File: src/rtl/draw_pkg.sv
// Shared types and constants for the XY-DAC draw scheduler.
// The BLANK state is only entered when DRAW_SCHED_BLANK_EN is defined.
package draw_pkg;

    typedef enum logic [1:0] {
        IDLE  = 2'd0,
        ARB   = 2'd1,
        DWELL = 2'd2,
        BLANK = 2'd3
    } draw_state_t;

    localparam int COORD_W_DEF = 8;

    localparam int REQ_BALL  = 0;
    localparam int REQ_PAD_L = 1;
    localparam int REQ_PAD_R = 2;
    localparam int REQ_SCORE = 3;

endpackage

File: src/rtl/draw_scheduler_rr_arbiter.sv
// Combinational round-robin pick: the first set req bit at or after ptr wins,
// with the search wrapping modulo N_REQ.
module rr_arbiter #(
    parameter int N_REQ = 4,
    parameter int IW    = $clog2(N_REQ)
) (
    input  logic [N_REQ-1:0] req,
    input  logic [IW-1:0]    ptr,
    output logic [N_REQ-1:0] grant,
    output logic [IW-1:0]    idx,
    output logic             any
);

    logic [IW:0]   cand;
    logic [IW-1:0] c_idx;

    always_comb begin
        grant = '0;
        idx   = '0;
        any   = 1'b0;
        cand  = '0;
        c_idx = '0;
        for (int i = 0; i < N_REQ; i++) begin
            cand = {1'b0, ptr} + (IW+1)'(i);
            if (cand >= (IW+1)'(N_REQ)) cand = cand - (IW+1)'(N_REQ);
            c_idx = cand[IW-1:0];
            if (!any && req[c_idx]) begin
                any          = 1'b1;
                idx          = c_idx;
                grant[c_idx] = 1'b1;
            end
        end
    end

endmodule

File: src/rtl/draw_scheduler.sv
// Time-shares the XY DAC between point generators, one point per grant, each held
// DWELL_CYCLES cycles. Define DRAW_SCHED_BLANK_EN to blank the beam on requester change.
module draw_scheduler
    import draw_pkg::*;
#(
    parameter int N_REQ        = 4,
    parameter int COORD_W      = COORD_W_DEF,
    parameter int DWELL_CYCLES = 100,
    parameter int FRAME_POINTS = 400,
    parameter int BLANK_CYCLES = 20
) (
    input  logic                       sysclk,
    input  logic                       rst_n,
    input  logic                       tick_refresh,
    input  logic [N_REQ-1:0]           req,
    input  logic [N_REQ*COORD_W-1:0]   x_in,
    input  logic [N_REQ*COORD_W-1:0]   y_in,
    output logic [N_REQ-1:0]           ack,
    output logic [COORD_W-1:0]         dac_x,
    output logic [COORD_W-1:0]         dac_y,
    output logic                       dac_valid,
    output logic                       blank,
    output logic                       frame_busy,
    output logic [7:0]                 overrun_cnt,
    output draw_state_t                state_dbg
);

    localparam int IW   = $clog2(N_REQ);
    localparam int PW   = $clog2(FRAME_POINTS + 1);
    localparam int TMAX = (DWELL_CYCLES > BLANK_CYCLES) ? DWELL_CYCLES : BLANK_CYCLES;
    localparam int TW   = $clog2(TMAX + 1);
    localparam logic [TW-1:0] DWELL_LAST = TW'(DWELL_CYCLES - 1);
    localparam logic [PW-1:0] PTS_LAST   = PW'(FRAME_POINTS - 1);
    localparam logic [IW-1:0] PTR_LAST   = IW'(N_REQ - 1);

    draw_state_t      state;
    logic [IW-1:0]    ptr, win_idx, arb_idx, ptr_next;
    logic [N_REQ-1:0] win_oh, arb_grant;
    logic             arb_any;
    logic [TW-1:0]    timer;
    logic [PW-1:0]    pts;

`ifdef DRAW_SCHED_BLANK_EN
    localparam logic [TW-1:0] BLANK_LAST = TW'(BLANK_CYCLES - 1);
    logic          first_pt;
    logic [IW-1:0] prev_idx;
`else
    assign blank = 1'b0;
`endif

    assign state_dbg = state;
    assign ptr_next  = (win_idx == PTR_LAST) ? '0 : win_idx + 1'b1;

    rr_arbiter #(.N_REQ(N_REQ), .IW(IW)) u_arb (
        .req   (req),
        .ptr   (ptr),
        .grant (arb_grant),
        .idx   (arb_idx),
        .any   (arb_any)
    );

    // ack is the only handshake: it is a one-cycle, one-hot pulse on the final dwell
    // cycle, registered one cycle ahead so it lines up with that cycle exactly.
    always_ff @(posedge sysclk or negedge rst_n) begin
        if (!rst_n) begin
            state       <= IDLE;
            ptr         <= '0;
            win_idx     <= '0;
            win_oh      <= '0;
            timer       <= '0;
            pts         <= '0;
            ack         <= '0;
            dac_x       <= '0;
            dac_y       <= '0;
            dac_valid   <= 1'b0;
            frame_busy  <= 1'b0;
            overrun_cnt <= '0;
`ifdef DRAW_SCHED_BLANK_EN
            blank       <= 1'b0;
            first_pt    <= 1'b0;
            prev_idx    <= '0;
`endif
        end else begin
            ack <= '0;
            if (tick_refresh && state != IDLE && overrun_cnt != 8'hFF)
                overrun_cnt <= overrun_cnt + 8'd1;
            case (state)
                IDLE: begin
                    if (tick_refresh) begin
                        state      <= ARB;
                        frame_busy <= 1'b1;
                        pts        <= '0;
`ifdef DRAW_SCHED_BLANK_EN
                        first_pt   <= 1'b1;
`endif
                    end
                end
                ARB: begin
                    if (arb_any) begin
                        dac_x   <= x_in[arb_idx*COORD_W +: COORD_W];
                        dac_y   <= y_in[arb_idx*COORD_W +: COORD_W];
                        win_idx <= arb_idx;
                        win_oh  <= arb_grant;
`ifdef DRAW_SCHED_BLANK_EN
                        if (first_pt || arb_idx != prev_idx) begin
                            state <= BLANK;
                            blank <= 1'b1;
                            timer <= BLANK_LAST;
                        end else begin
                            state     <= DWELL;
                            dac_valid <= 1'b1;
                            timer     <= DWELL_LAST;
                            if (DWELL_CYCLES == 1) ack <= arb_grant;
                        end
`else
                        state     <= DWELL;
                        dac_valid <= 1'b1;
                        timer     <= DWELL_LAST;
                        if (DWELL_CYCLES == 1) ack <= arb_grant;
`endif
                    end else begin
                        state      <= IDLE;
                        frame_busy <= 1'b0;
`ifdef DRAW_SCHED_BLANK_EN
                        blank      <= 1'b1;
`endif
                    end
                end
                DWELL: begin
                    if (timer == '0) begin
                        dac_valid <= 1'b0;
                        ptr       <= ptr_next;
                        pts       <= pts + 1'b1;
`ifdef DRAW_SCHED_BLANK_EN
                        prev_idx  <= win_idx;
                        first_pt  <= 1'b0;
`endif
                        if (pts == PTS_LAST) begin
                            state      <= IDLE;
                            frame_busy <= 1'b0;
`ifdef DRAW_SCHED_BLANK_EN
                            blank      <= 1'b1;
`endif
                        end else begin
                            state <= ARB;
                        end
                    end else begin
                        timer <= timer - 1'b1;
                        if (timer == TW'(1)) ack <= win_oh;
                    end
                end
`ifdef DRAW_SCHED_BLANK_EN
                BLANK: begin
                    if (timer == '0) begin
                        state     <= DWELL;
                        blank     <= 1'b0;
                        dac_valid <= 1'b1;
                        timer     <= DWELL_LAST;
                        if (DWELL_CYCLES == 1) ack <= win_oh;
                    end else begin
                        timer <= timer - 1'b1;
                    end
                end
`endif
                default: state <= IDLE;
            endcase
        end
    end

endmodule
File: config.mk
export PLATFORM = sky130hd
export DESIGN_NAME = draw_scheduler
export DESIGN_NICKNAME = d
export VERILOG_FILES = /design/src/rtl/draw_pkg.sv /design/src/rtl/draw_scheduler_rr_arbiter.sv /design/src/rtl/draw_scheduler.sv
export SDC_FILE = /design/constraint.sdc
export NUM_CORES = 1
export LEC_CHECK = 0
export BUFFER_PORTS_ARGS = -buffer_cell sky130_fd_sc_hd__buf_2
export CAP_MARGIN = 20
export CORE_ASPECT_RATIO = 2
export CORE_MARGIN = 4
export CORE_UTILIZATION = 56
export DETAILED_ROUTE_END_ITERATION = 12
export PLACE_DENSITY = 0.86
export SLEW_MARGIN = 20
export SYNTH_ARGS = -nofsm -noshare
export SYNTH_HDL_FRONTEND = slang
export SYNTH_SLANG_ARGS = --single-unit
export TNS_END_PERCENT = 20
File: constraint.sdc
create_clock -name sysclk -period 6.24 [get_ports sysclk]
set_input_delay 0.624 -clock sysclk [delete_from_list [all_inputs] [get_ports sysclk]]
set_output_delay 0.624 -clock sysclk [all_outputs]
set_load 0.02 [all_outputs]
Yosys cells after proc, flatten, opt, wreduce, memory -nomap -nowiden
Index checks and enable logic that the tools add are counted.
{"block": "word_totals", "regBits": 56, "input_bits": 71, "wordCells": 132}
{"block": "classes", "n_addsub": 11, "n_lt_le_gt_ge": 12, "eq_ne": 12, "n_shift": 2, "n_mux": 55, "bitwise": 3, "reduce_logical": 25}
{"cell": "$shiftx 32x6->8", "n": 2}
{"cell": "$mux 4", "n": 7}
{"cell": "$mux 2", "n": 12}
{"cell": "$mux 1", "n": 19}
{"cell": "$mux 9", "n": 2}
{"cell": "$pmux 9 s2", "n": 1}
{"cell": "$mux 7", "n": 2}
{"cell": "$pmux 7 s2", "n": 1}
{"cell": "$lt 2x3->1 const B", "n": 4}
{"cell": "$ne 2x2->1 const B", "n": 6}
{"cell": "$or 4x4->4", "n": 3}
{"cell": "$add 9x1->9 const B", "n": 1}
{"cell": "$eq 9x9->1 const B", "n": 1}
{"cell": "$ge 3x3->1 const B", "n": 3}
{"cell": "$logic_and 1x1->1", "n": 9}
{"cell": "$reduce_and 3->1", "n": 3}
{"cell": "$add 8x1->8 const B", "n": 1}
{"cell": "$bmux 1 s2", "n": 4}
{"cell": "$demux 1 s2", "n": 4}
{"cell": "$ge 2x1->1 const B", "n": 4}
{"cell": "$ne 8x8->1 const B", "n": 1}
{"cell": "$sub 2x1->2 const B", "n": 4}
{"cell": "$eq 7x1->1 const B", "n": 1}
{"cell": "$logic_not 7->1", "n": 1}
{"cell": "other kinds (16)", "n": 24}

Longest topological paths before layout
Gate-level depths: netlist of run 1.
{"block": "logic_depth", "depth_word": 16, "depth_mapped": 12, "depth_no_buf": 8}

By module
Synthesis of run 1 repeated with hierarchy kept, for this count alone.
{"block": "hier_totals", "cells_unflattened": 301, "area_unflattened_um2": 3535.9}
{"mod": "draw_scheduler", "instances": 1, "cells_each": 256, "area_each_um2": 3114.2, "seq_area_each_um2": 1401.3}
{"mod": "rr_arbiter", "instances": 1, "cells_each": 45, "area_each_um2": 421.7, "seq_area_each_um2": 0.0}

Worst setup path before layout of run 1
OpenSTA, ideal clock, no wires.
{"block": "synth_path", "path_type": "reg2reg", "start": "register ptr[1]", "end": "register dac_y[1]", "arrival_time_ns": 2.772, "required_time_ns": 6.117, "slack_ns": 3.345, "stages_incl_launch_ff": 11, "path_buffers": 3, "period_less_slack_ns": 2.895, "path_cell_list": "dfrtp_1 -> clkbuf_1 -> inv_1 -> ha_1 -> buf_2 -> mux4_2 -> nor2b_4 -> o22a_1 -> buf_6 -> mux2_4 -> o221a_1"}
{"block": "synth_between", "elab_chain_cells": 15, "word_cells_on_any_way": 39, "classes_between": "7 x add/sub; 4 x order compare; 1 x shift; 20 x mux; 7 x reduce/logical"}
{"element": "from (decl)", "line": "draw_scheduler.sv:37", "text": "logic [IW-1:0] ptr, win_idx, arb_idx, ptr_next;"}
{"element": "from (signal assigned)", "line": "draw_scheduler.sv:132", "text": "ptr <= ptr_next;"}
{"element": "parallel branches: the longest is 15 deep, another holds $add 2x1->3"}
{"element": "to (signal assigned)", "line": "draw_scheduler.sv:101", "text": "dac_y <= y_in[arb_idx*COORD_W +: COORD_W];"}
{"element": "to (decl)", "line": "draw_scheduler.sv:20", "text": "output logic [COORD_W-1:0] dac_y,"}
Parallel ways; which one is timed is not known. The select of a mux whose other input is x is not followed.
A chain may end at the register's enable or synchronous reset.

Worst setup path after layout of run 1
{"block": "layout_path", "start": "register ptr[0]", "end": "register dac_y[1]"}
The elaborated chain is that of the path after synthesis.

==> run metrics, run 1 <==
clk sinks=56; core region area=5956 µm²; post-route cell area=4071 µm²; Worst-Skew Late Latency=300 ps; Leak=2.003 nW; Crit Path Category=reg -> reg; Synth Flop Type=dfrtp_1; vias in the first global route=3040; Area Overhead vs Synth=19.15%; chip height=118.5 µm; outcome=finished, final reports clean; post-synthesis sequential area ratio=0.4101; DR vias=2966; Post-synth top cells=dfrtp_1, nand2_1, mux2i_1, nor2_1, nand3_1; final setup fails=0; DRC=0; Critical Path Sink Type=flop; # H-tree levels=2; count of different cell masters after synthesis=55; post-DP HPWL=6252 µm; initial antenna violation count=0; FP Rows=40; ant diodes=0; Max clock buf depth=2; GRT overflow=0; setup_tns=0 ps; RePlAce Congestion=0.8790; Finished Layout Cells=498; placed insts=490; Initial Utilization=0.5737; die area=7491 µm²; WP data arrival=4090 ps; peak supply drop=249.7 µV; final core utilization=0.6836; post-cts gate resize count=0; Gate Count Post-Synth=344; syn_area_per_cell=9.933 µm²; final hold violations=0; Die X=63.24 µm; DP Area=3894 µm²; CP Launch Type=flop; f_max=256.3 MHz; Synth warnings=0; synthesized cell area=3417 µm²; CTS tree=built; Crit Path Max Fanout=32; Setup WS post-layout=2338 ps; synth top area cells=dfrtp_1, mux2i_1, ha_1, nand2_1, o221ai_1; Nets=519; Final ANT Viol Nets=0; hold buffers post-CTS=0; DR iter-0 viols=133; total wire length=8374 µm; Seq. cell area=1401 µm²; CTS buffer count=5; first-pass GRT wire length=13690 µm; GRT Overall Usage=0.2269; multi-input logic area=1862 µm²; post-synth top area cell=dfrtp_1; Setup Slack @ Placement=2380 ps; post-synthesis register bit count=56; fillcell total=465; Final period util=0.6253; Final Max Tran Viols=0; Crit path required time=6430 ps; Slew HR=0.3900; number of max-cap violations=0; Setup Fix Bufs, Post-CTS=0; skew final=5.384 ps; Syn Nets=429; PD cells=347.7 nW/µm²; post-synth top area share=0.4101; IO Pins=104; Tightest Hold Check Type=in -> async; Pre-antenna DRT Iters=4; unrepaired setup endpoints after global routing=false; count leader, synth=dfrtp_1; Worst Max-Slew Pin Slew=915.0 ps; asr flop ratio synth=1.000; Post-synth EDFFs=0; clock slew seen by the registers of the worst setup and hold paths=70 ps; layout cell share with drive strength beyond 1=0.2805; Final min period=3902 ps; drt wl/cell=16.82 µm; largest net degree at the start of global routing=57; Root Driver=clkbuf_16; I/O Buffers=102; Vias/cell=5.956
-- cell usage in the layout (no fill, tap or decap), types with 2 or more instances in the layout --
| cell type | Yosys | final |
|---|---|---|
| a211oi_1 | 5 | 5 |
| a21oi_1 | 3 | 3 |
| a221oi_1 | 4 | 4 |
| a22o_1 | 3 | 3 |
| a22oi_1 | 4 | 4 |
| a31oi_1 | 2 | 2 |
| and2_1 | 5 | 5 |
| and3_1 | 2 | 2 |
| and3b_1 | 2 | 2 |
| buf_2 | 3 | 102 |
| buf_4 | 2 | 2 |
| clkbuf_16 | 0 | 5 |
| dfrtp_1 | 56 | 56 |
| ha_1 | 14 | 14 |
| inv_1 | 7 | 7 |
| mux2_2 | 3 | 3 |
| mux2i_1 | 36 | 36 |
| mux4_2 | 2 | 2 |
| nand2_1 | 43 | 43 |
| nand2b_1 | 4 | 4 |
| nand3_1 | 17 | 17 |
| nand3b_1 | 3 | 3 |
| nand4_1 | 3 | 3 |
| nor2_1 | 26 | 26 |
| nor2b_1 | 5 | 5 |
| nor3_1 | 3 | 3 |
| nor4_1 | 2 | 2 |
| o21a_1 | 2 | 2 |
| o21ai_0 | 11 | 11 |
| o221ai_1 | 15 | 15 |
| o31ai_1 | 5 | 5 |
| xnor2_1 | 8 | 8 |
| xor2_1 | 9 | 9 |
-- cell families (layout without fill, tap and decap cells) --
family          count (synthesis)  in the layout  synth area share
simple gates                  123            123            0.1761
xor+xnor                       17             17           0.04358
fa+ha+maj                      14             14           0.05126
other cells                     1              1          0.001097
mux                            43             43            0.1362
flops                          56             56            0.4101
compound gates                 62             62            0.1362
buf+inv                        28            119           0.04540
-- per-stage QoR --
step	total power, W	hold slack (ps)
3_5_place_dp	0.001094	467.0
6_report	0.001416	462.4
5_1_grt	0.001504	504.2
2_1_floorplan	0.0009090	328.4
3_3_place_gp	0.001073	454.5
4_1_cts	0.001425	483.6
-- layer usage --
layer / wire, µm / GRT usage / up-vias
met5: 0 / 0 / -
met4: 329 / 0.1150 / 0
met3: 408 / 0.03992 / 25
met2: 4729 / 0.4282 / 86
met1: 2907 / 0.2306 / 1436
li1: - / - / 1419
-- path summary, 6_finish.rpt --
path,from,to,slack [ps],depth (start not counted)
setup / recovery,ptr[0],dac_y[1],2340,7
hold / removal,rst_n,win_oh[2],460,2
setup reg to reg,ptr[0],dac_y[1],2340,7
hold reg to reg,win_oh[2],win_oh[2],480,2
max in group asynchronous,rst_n,pts[5],5310,2
min in group sysclk,win_oh[2],win_oh[2],480,2
-- registers in the layout (all words and copies together) (netlist names) --
register and flops:
pts 9, dac_x 8, dac_y 8, overrun_cnt 8, timer 7, ack 4, win_oh 4, ptr 2
state_dbg 2, win_idx 2, dac_valid 1, frame_busy 1
-- report_power, final --
part	internal (W)	switching, W
Combinational	0.000207	0.000351
Sequential	0.000460	0.0000680
Clock	0.000201	0.000129
-- cell type report --
cell class / count / area share
repair buffers: 104 / 0.1291
inverters: 7 / 0.006454
flip-flops and latches: 56 / 0.3442
clock inverters: 2 / 0.009527
clock buffers: 6 / 0.03411
multi-input cells: 260 / 0.4573
well taps: 63 / 0.01936
-- worst max-delay path: stages (launching register included) --
cell	delay [ps]
dfrtp_1	690
inv_1	250
ha_1	600
mux4_2	650
nor2b_4	200
o22a_2	790
mux2_4	350
o221a_1	240
Power figures use the tool's default switching activity.
==> inputs of run 2 (changes only) <==
CORE_UTILIZATION = 47   (was 56)
PLACE_DENSITY = 0.77   (was 0.86)
clock period = 3.4 ns   (was 6.24 ns; I/O delays follow)
==> run metrics, run 2 (synthesis results as in run 1) <==
Root Driver=clkbuf_16; ant diodes=0 (unchanged); CTS tree=built; IO Pins=104 (unchanged); worst r2r src=ptr[1]; FP Rows=43 (+7.5%); I/O Buffers=102 (unchanged); total wire length=8610 µm (+2.8%); reg2reg setup slack=380 ps (-1960 ps); final setup fails=0 (unchanged); Max clock buf depth=2 (unchanged); peak supply drop=390.4 µV (+56%); layout cell share with drive strength beyond 1=0.2841 (+0.003631); Worst Max-Slew Pin Slew=611.1 ps (-303.9 ps); post-cts gate resize count=0 (unchanged); largest net degree at the start of global routing=44 (-23%); DRC=0 (unchanged); Worst Hold Margin=354.3 ps (-108.1 ps); post-route cell area=4160 µm² (+2.2%); outcome=finished, final reports clean; Reg2Reg Depth=8 (+1); setup_tns=0 ps (unchanged); Area Overhead vs Synth=21.75%; GRT overflow=0 (unchanged); clk sinks=56 (unchanged); Nets=524 (+0.96%); commonest non-fill, non-tap cell in the layout=buf_2; drt wl/cell=16.25 µm (-3.4%); WP data arrival=3210 ps (-880 ps); Crit Path Max Fanout=32 (unchanged); core region area=6994 µm² (+17%); Setup Fix Bufs, Post-CTS=0 (unchanged); skew final=9.367 ps (+3.983 ps); Vias/cell=5.615 (-5.7%); DP Area=3963 µm² (+1.8%); final hold violations=0 (unchanged); max FFs per register=9 (unchanged); Seq. cell area=1401 µm² (unchanged); Final Max Tran Viols=0 (unchanged); Leak=2.031 nW (+1.4%); vias in the first global route=2945 (-3.1%); RePlAce Congestion=0.8197 (-6.7%); Critical Path Sink Type=flop; Final period util=0.8882 (+0.2629); number of max-cap violations=0 (unchanged); Crit Path Category=reg -> reg; Worst-Skew Late Latency=300 ps (about the same); Final ANT Viol Nets=0 (unchanged); final core utilization=0.5948 (-0.08880); Pre-antenna DRT Iters=4 (unchanged); PD cells=626.5 nW/µm² (+80%); CP Launch Type=flop; multi-input logic area=1862 µm² (unchanged); initial antenna violation count=0 (unchanged); most frequent cells in the layout=buf_2, dfrtp_1, nand2_1; CTS buffer count=5 (unchanged); Initial Utilization=0.4886 (-0.08519); fillcell total=627 (+35%); first-pass GRT wire length=13660 µm (-0.25%); f_max=331.1 MHz (+29%); Die X=68.29 µm (+8.0%); chip height=128.6 µm (+8.5%); reg2reg end=dac_y[1]; Setup crit start=ptr[1]; HP Start=y_in[2]; clock slew seen by the registers of the worst setup and hold paths=70 ps (about the same); WHS Endpoint=dac_y[2]; # H-tree levels=2 (unchanged); die area=8781 µm² (+17%); Crit path required time=3590 ps (-2840 ps); most flop-heavy register=pts; DR iter-0 viols=118 (-11%); Final min period=3020 ps (-881.9 ps); unrepaired setup endpoints after global routing=false; Slew HR=0.5926 (+0.2026); post-DP HPWL=6482 µm (+3.7%); DR vias=2976 (+0.34%); cell depth of the worst hold path=3; GRT Overall Usage=0.2017 (-0.02515); Tightest Hold Check Type=in -> reg
-- run 2: cell types whose count changed in the layout (fill, tap and decap cells not counted) --
cell / before / now
inv_6: 0 / 1
buf_12: 0 / 2
buf_4: 2 / 4
dlygate4sd3_1: 0 / 1
clkinv_4: 1 / 0
clkbuf_1: 0 / 1
clkbuf_8: 1 / 0
-- run 2: power by group --
group	leakage, nW	switching, W	total (W)	internal [W]
Combinational	1.24	0.000647	0.00104	0.000388
Clock	0.0815	0.000245	0.000596	0.000351
Sequential	0.711	0.000132	0.000975	0.000843
-- run 2: layout make-up --
| type | instances | share of cell area |
|---|---|---|
| multi-input cells | 260 | 0.4475 |
| flip-flops and latches | 56 | 0.3368 |
| well taps | 90 | 0.02707 |
| repair buffers | 109 | 0.1420 |
| clock inverters | 2 | 0.009323 |
| clock buffers | 6 | 0.03098 |
| inverters | 7 | 0.006316 |
-- run 2: critical path, cell delays in order, from the launching register on --
cell and delay [ps]:
dfrtp_1 590, inv_1 120, ha_1 390, mux4_2 620, nor2b_4 210, o22a_2 190, buf_12 220, mux2_4 320
o221a_1 230
-- run 2: metal layers --
metal,vias up,global-route usage,wire length [µm]
li1,1425,-,-
met4,0,0.08441,242
met5,-,0,0
met3,15,0.02533,375
met1,1445,0.2280,3168
met2,91,0.3652,4823
-- run 2: worst max path at each step --
stage,endpoint,slack [ps],depth (start not counted)
floorplan,dac_y[1],500,10
global route,dac_y[1],250,8
finish,dac_y[1],380,8
CTS,dac_y[1],410,8
global placement,dac_y[1],520,8
detailed placement,dac_y[1],390,8
-- run 2: timing repair --
item,in CTS,in global routing
endpoints found under the setup margin,0,0
hold endpoints to repair,0,9
hold buffers,0,1
-- run 2: per-stage QoR --
stage / worst slack [ps] / std cells / total power [W]
2_1_floorplan: 505.0 / 344 / 0.001668
3_3_place_gp: 516.6 / 520 / 0.001983
3_5_place_dp: 394.7 / 520 / 0.002015
4_1_cts: 407.3 / 528 / 0.002622
5_1_grt: 245.1 / 530 / 0.002775
6_report: 380.2 / 530 / 0.002606
==> inputs of run 3 (changes only) <==
CORE_MARGIN = 2   (was 4)
RECOVER_POWER = 25   (was not set)
==> run metrics, run 3 (synthesis results as in run 1) <==
outcome=finished with violations; failing checks=max-capacitance violations, max-slew violations; Worst Max-Slew Pin Slew=1613 ps (+1002 ps); DR WL met3=409 µm (+9.1%); Pre-antenna DRT Iters=5 (+1); Final Max Tran Viols=32 (+32); WP data arrival=3100 ps (-110 ps); setup_tns=0 ps (unchanged); I/O Buffers=102 (unchanged); # H-tree levels=2 (unchanged); layout cell share with drive strength beyond 1=0.2808 (-0.003269); CP Launch Type=flop; RePlAce Congestion=0.8320 (+1.5%); clk sinks=56 (unchanged); max FFs per register=9 (unchanged); initial antenna violation count=0 (unchanged); peak supply drop=384.2 µV (-1.6%); Max clock buf depth=2 (unchanged); Tightest Hold Check Type=in -> async; Slew HR=-0.07510 (-0.6677); IO Pins=104 (unchanged); GRT Overall Usage=0.1883 (-0.01339); f_max=338.9 MHz (+2.3%); Critical Path Sink Type=flop; largest net degree at the start of global routing=32 (-27%); final setup fails=0 (unchanged); Crit Path Max Fanout=30 (-6.3%); Leak=2.005 nW (-1.3%); FP Rows=44 (+2.3%); core region area=7157 µm² (+2.3%); die area=8010 µm² (-8.8%); met1 WL=3189 µm (+0.66%); worst r2r src=ptr[1]; Area Overhead vs Synth=20.32%; Reg2Reg Depth=8 (unchanged); post-DP HPWL=5557 µm (-14%); Setup crit start=ptr[1]; first-pass GRT wire length=12230 µm (-10%); number of max-cap violations=1 (+1); Crit path required time=3550 ps (-40 ps); DP Area=3965 µm² (about the same); Worst Hold Margin=320.5 ps (-33.77 ps); vias in the first global route=2718 (-7.7%); Nets=522 (-0.38%); chip height=124.6 µm (-3.1%); fillcell total=657 (+4.8%); Setup Fix Bufs, Post-CTS=0 (unchanged); Worst-Skew Late Latency=300 ps (about the same); DR iter-0 viols=90 (-24%); CTS buffer count=5 (unchanged); ant diodes=0 (unchanged); most frequent cells in the layout=buf_2, dfrtp_1, nand2_1; hold buffers post-CTS=0 (unchanged); Final period util=0.8679 (-0.02025); unrepaired setup endpoints after global routing=false; Final min period=2951 ps (-68.87 ps); GRT overflow=0 (unchanged); Final ANT Viol Nets=0 (unchanged); Crit Path Category=reg -> reg; CTS tree=built; post-cts gate resize count=0 (unchanged); Vias/cell=5.470 (-2.6%); DR vias=2899 (-2.6%); Root Driver=clkbuf_16; final hold violations=0 (unchanged); Initial Utilization=0.4774 (-0.01110); drt wl/cell=13.69 µm (-16%); DRC=0 (unchanged); met2 WL=3539 µm (-27%); PD cells=608.9 nW/µm² (-2.8%); total wire length=7257 µm (-16%); most flop-heavy register=pts; commonest non-fill, non-tap cell in the layout=buf_2; Die X=64.29 µm (-5.9%); skew final=6.459 ps (-2.907 ps); Setup WS post-layout=449.1 ps (+68.87 ps); Top Metal Used=met4; post-route cell area=4111 µm² (-1.2%); clock slew seen by the registers of the worst setup and hold paths=70 ps (about the same); Setup Slack @ Placement=449.0 ps (+54.22 ps)
==> run 3: cell count changes in the layout (fill, tap and decap cells not counted), sizes merged <==
| cell | previous run | this run |
|---|---|---|
| buf | 108 | 105 |
| bufinv | 1 | 0 |
| clkbuf | 6 | 7 |
| clkinv | 0 | 1 |
| dlygate4sd3 | 1 | 0 |
| inv | 8 | 9 |
==> run 3: layout make-up <==
class	count	area (µm²)	area share
multi-input cells	260	1862	0.4528
flip-flops and latches	56	1401	0.3408
repair buffers	107	555.5	0.1351
clock buffers	5	125.1	0.03043
well taps	92	115.1	0.02800
clock inverters	3	26.28	0.006391
inverters	7	26.28	0.006391
==> run 3: per-layer routing <==
metal | vias up | GRT usage
li1 | 1430 | -
met1 | 1346 | 0.2451
met2 | 113 | 0.3156
met3 | 10 | 0.03252
met4 | 0 | 0.05882
met5 | - | 0
==> run 3: path summary, 6_finish.rpt <==
kind / end / slack, ps
worst min register to register: win_oh[1] / 470
worst max register to register: dac_y[7] / 450
max in group asynchronous: pts[3] / 970
worst min-delay path: ack[1] / 320
min in group sysclk: dac_y[6] / 360
worst max-delay path: dac_y[7] / 450
==> run 3: critical path: stages (launching register included) <==
cell and delay (ps):
dfrtp_1 570, inv_1 120, ha_1 350, mux4_2 610
nor2b_4 220, o22a_2 230, buf_12 220, mux2i_1 300
o221ai_1 160
==> run 3: through the flow <==
step,util,power (W),instances
2_1_floorplan,-,0.001668,344
3_3_place_gp,0.5540,0.001968,522
3_5_place_dp,0.5540,0.001990,522
4_1_cts,0.5752,0.002520,530
5_1_grt,0.5745,0.002666,530
6_report,0.5745,0.002504,530
==> run 3: power breakdown <==
part	switching [W]	internal (W)	total, W
registers	0.000133	0.000843	0.000977
clock network	0.000246	0.000280	0.000526
logic	0.000620	0.000381	0.00100
total	0.000999	0.00150	0.00250
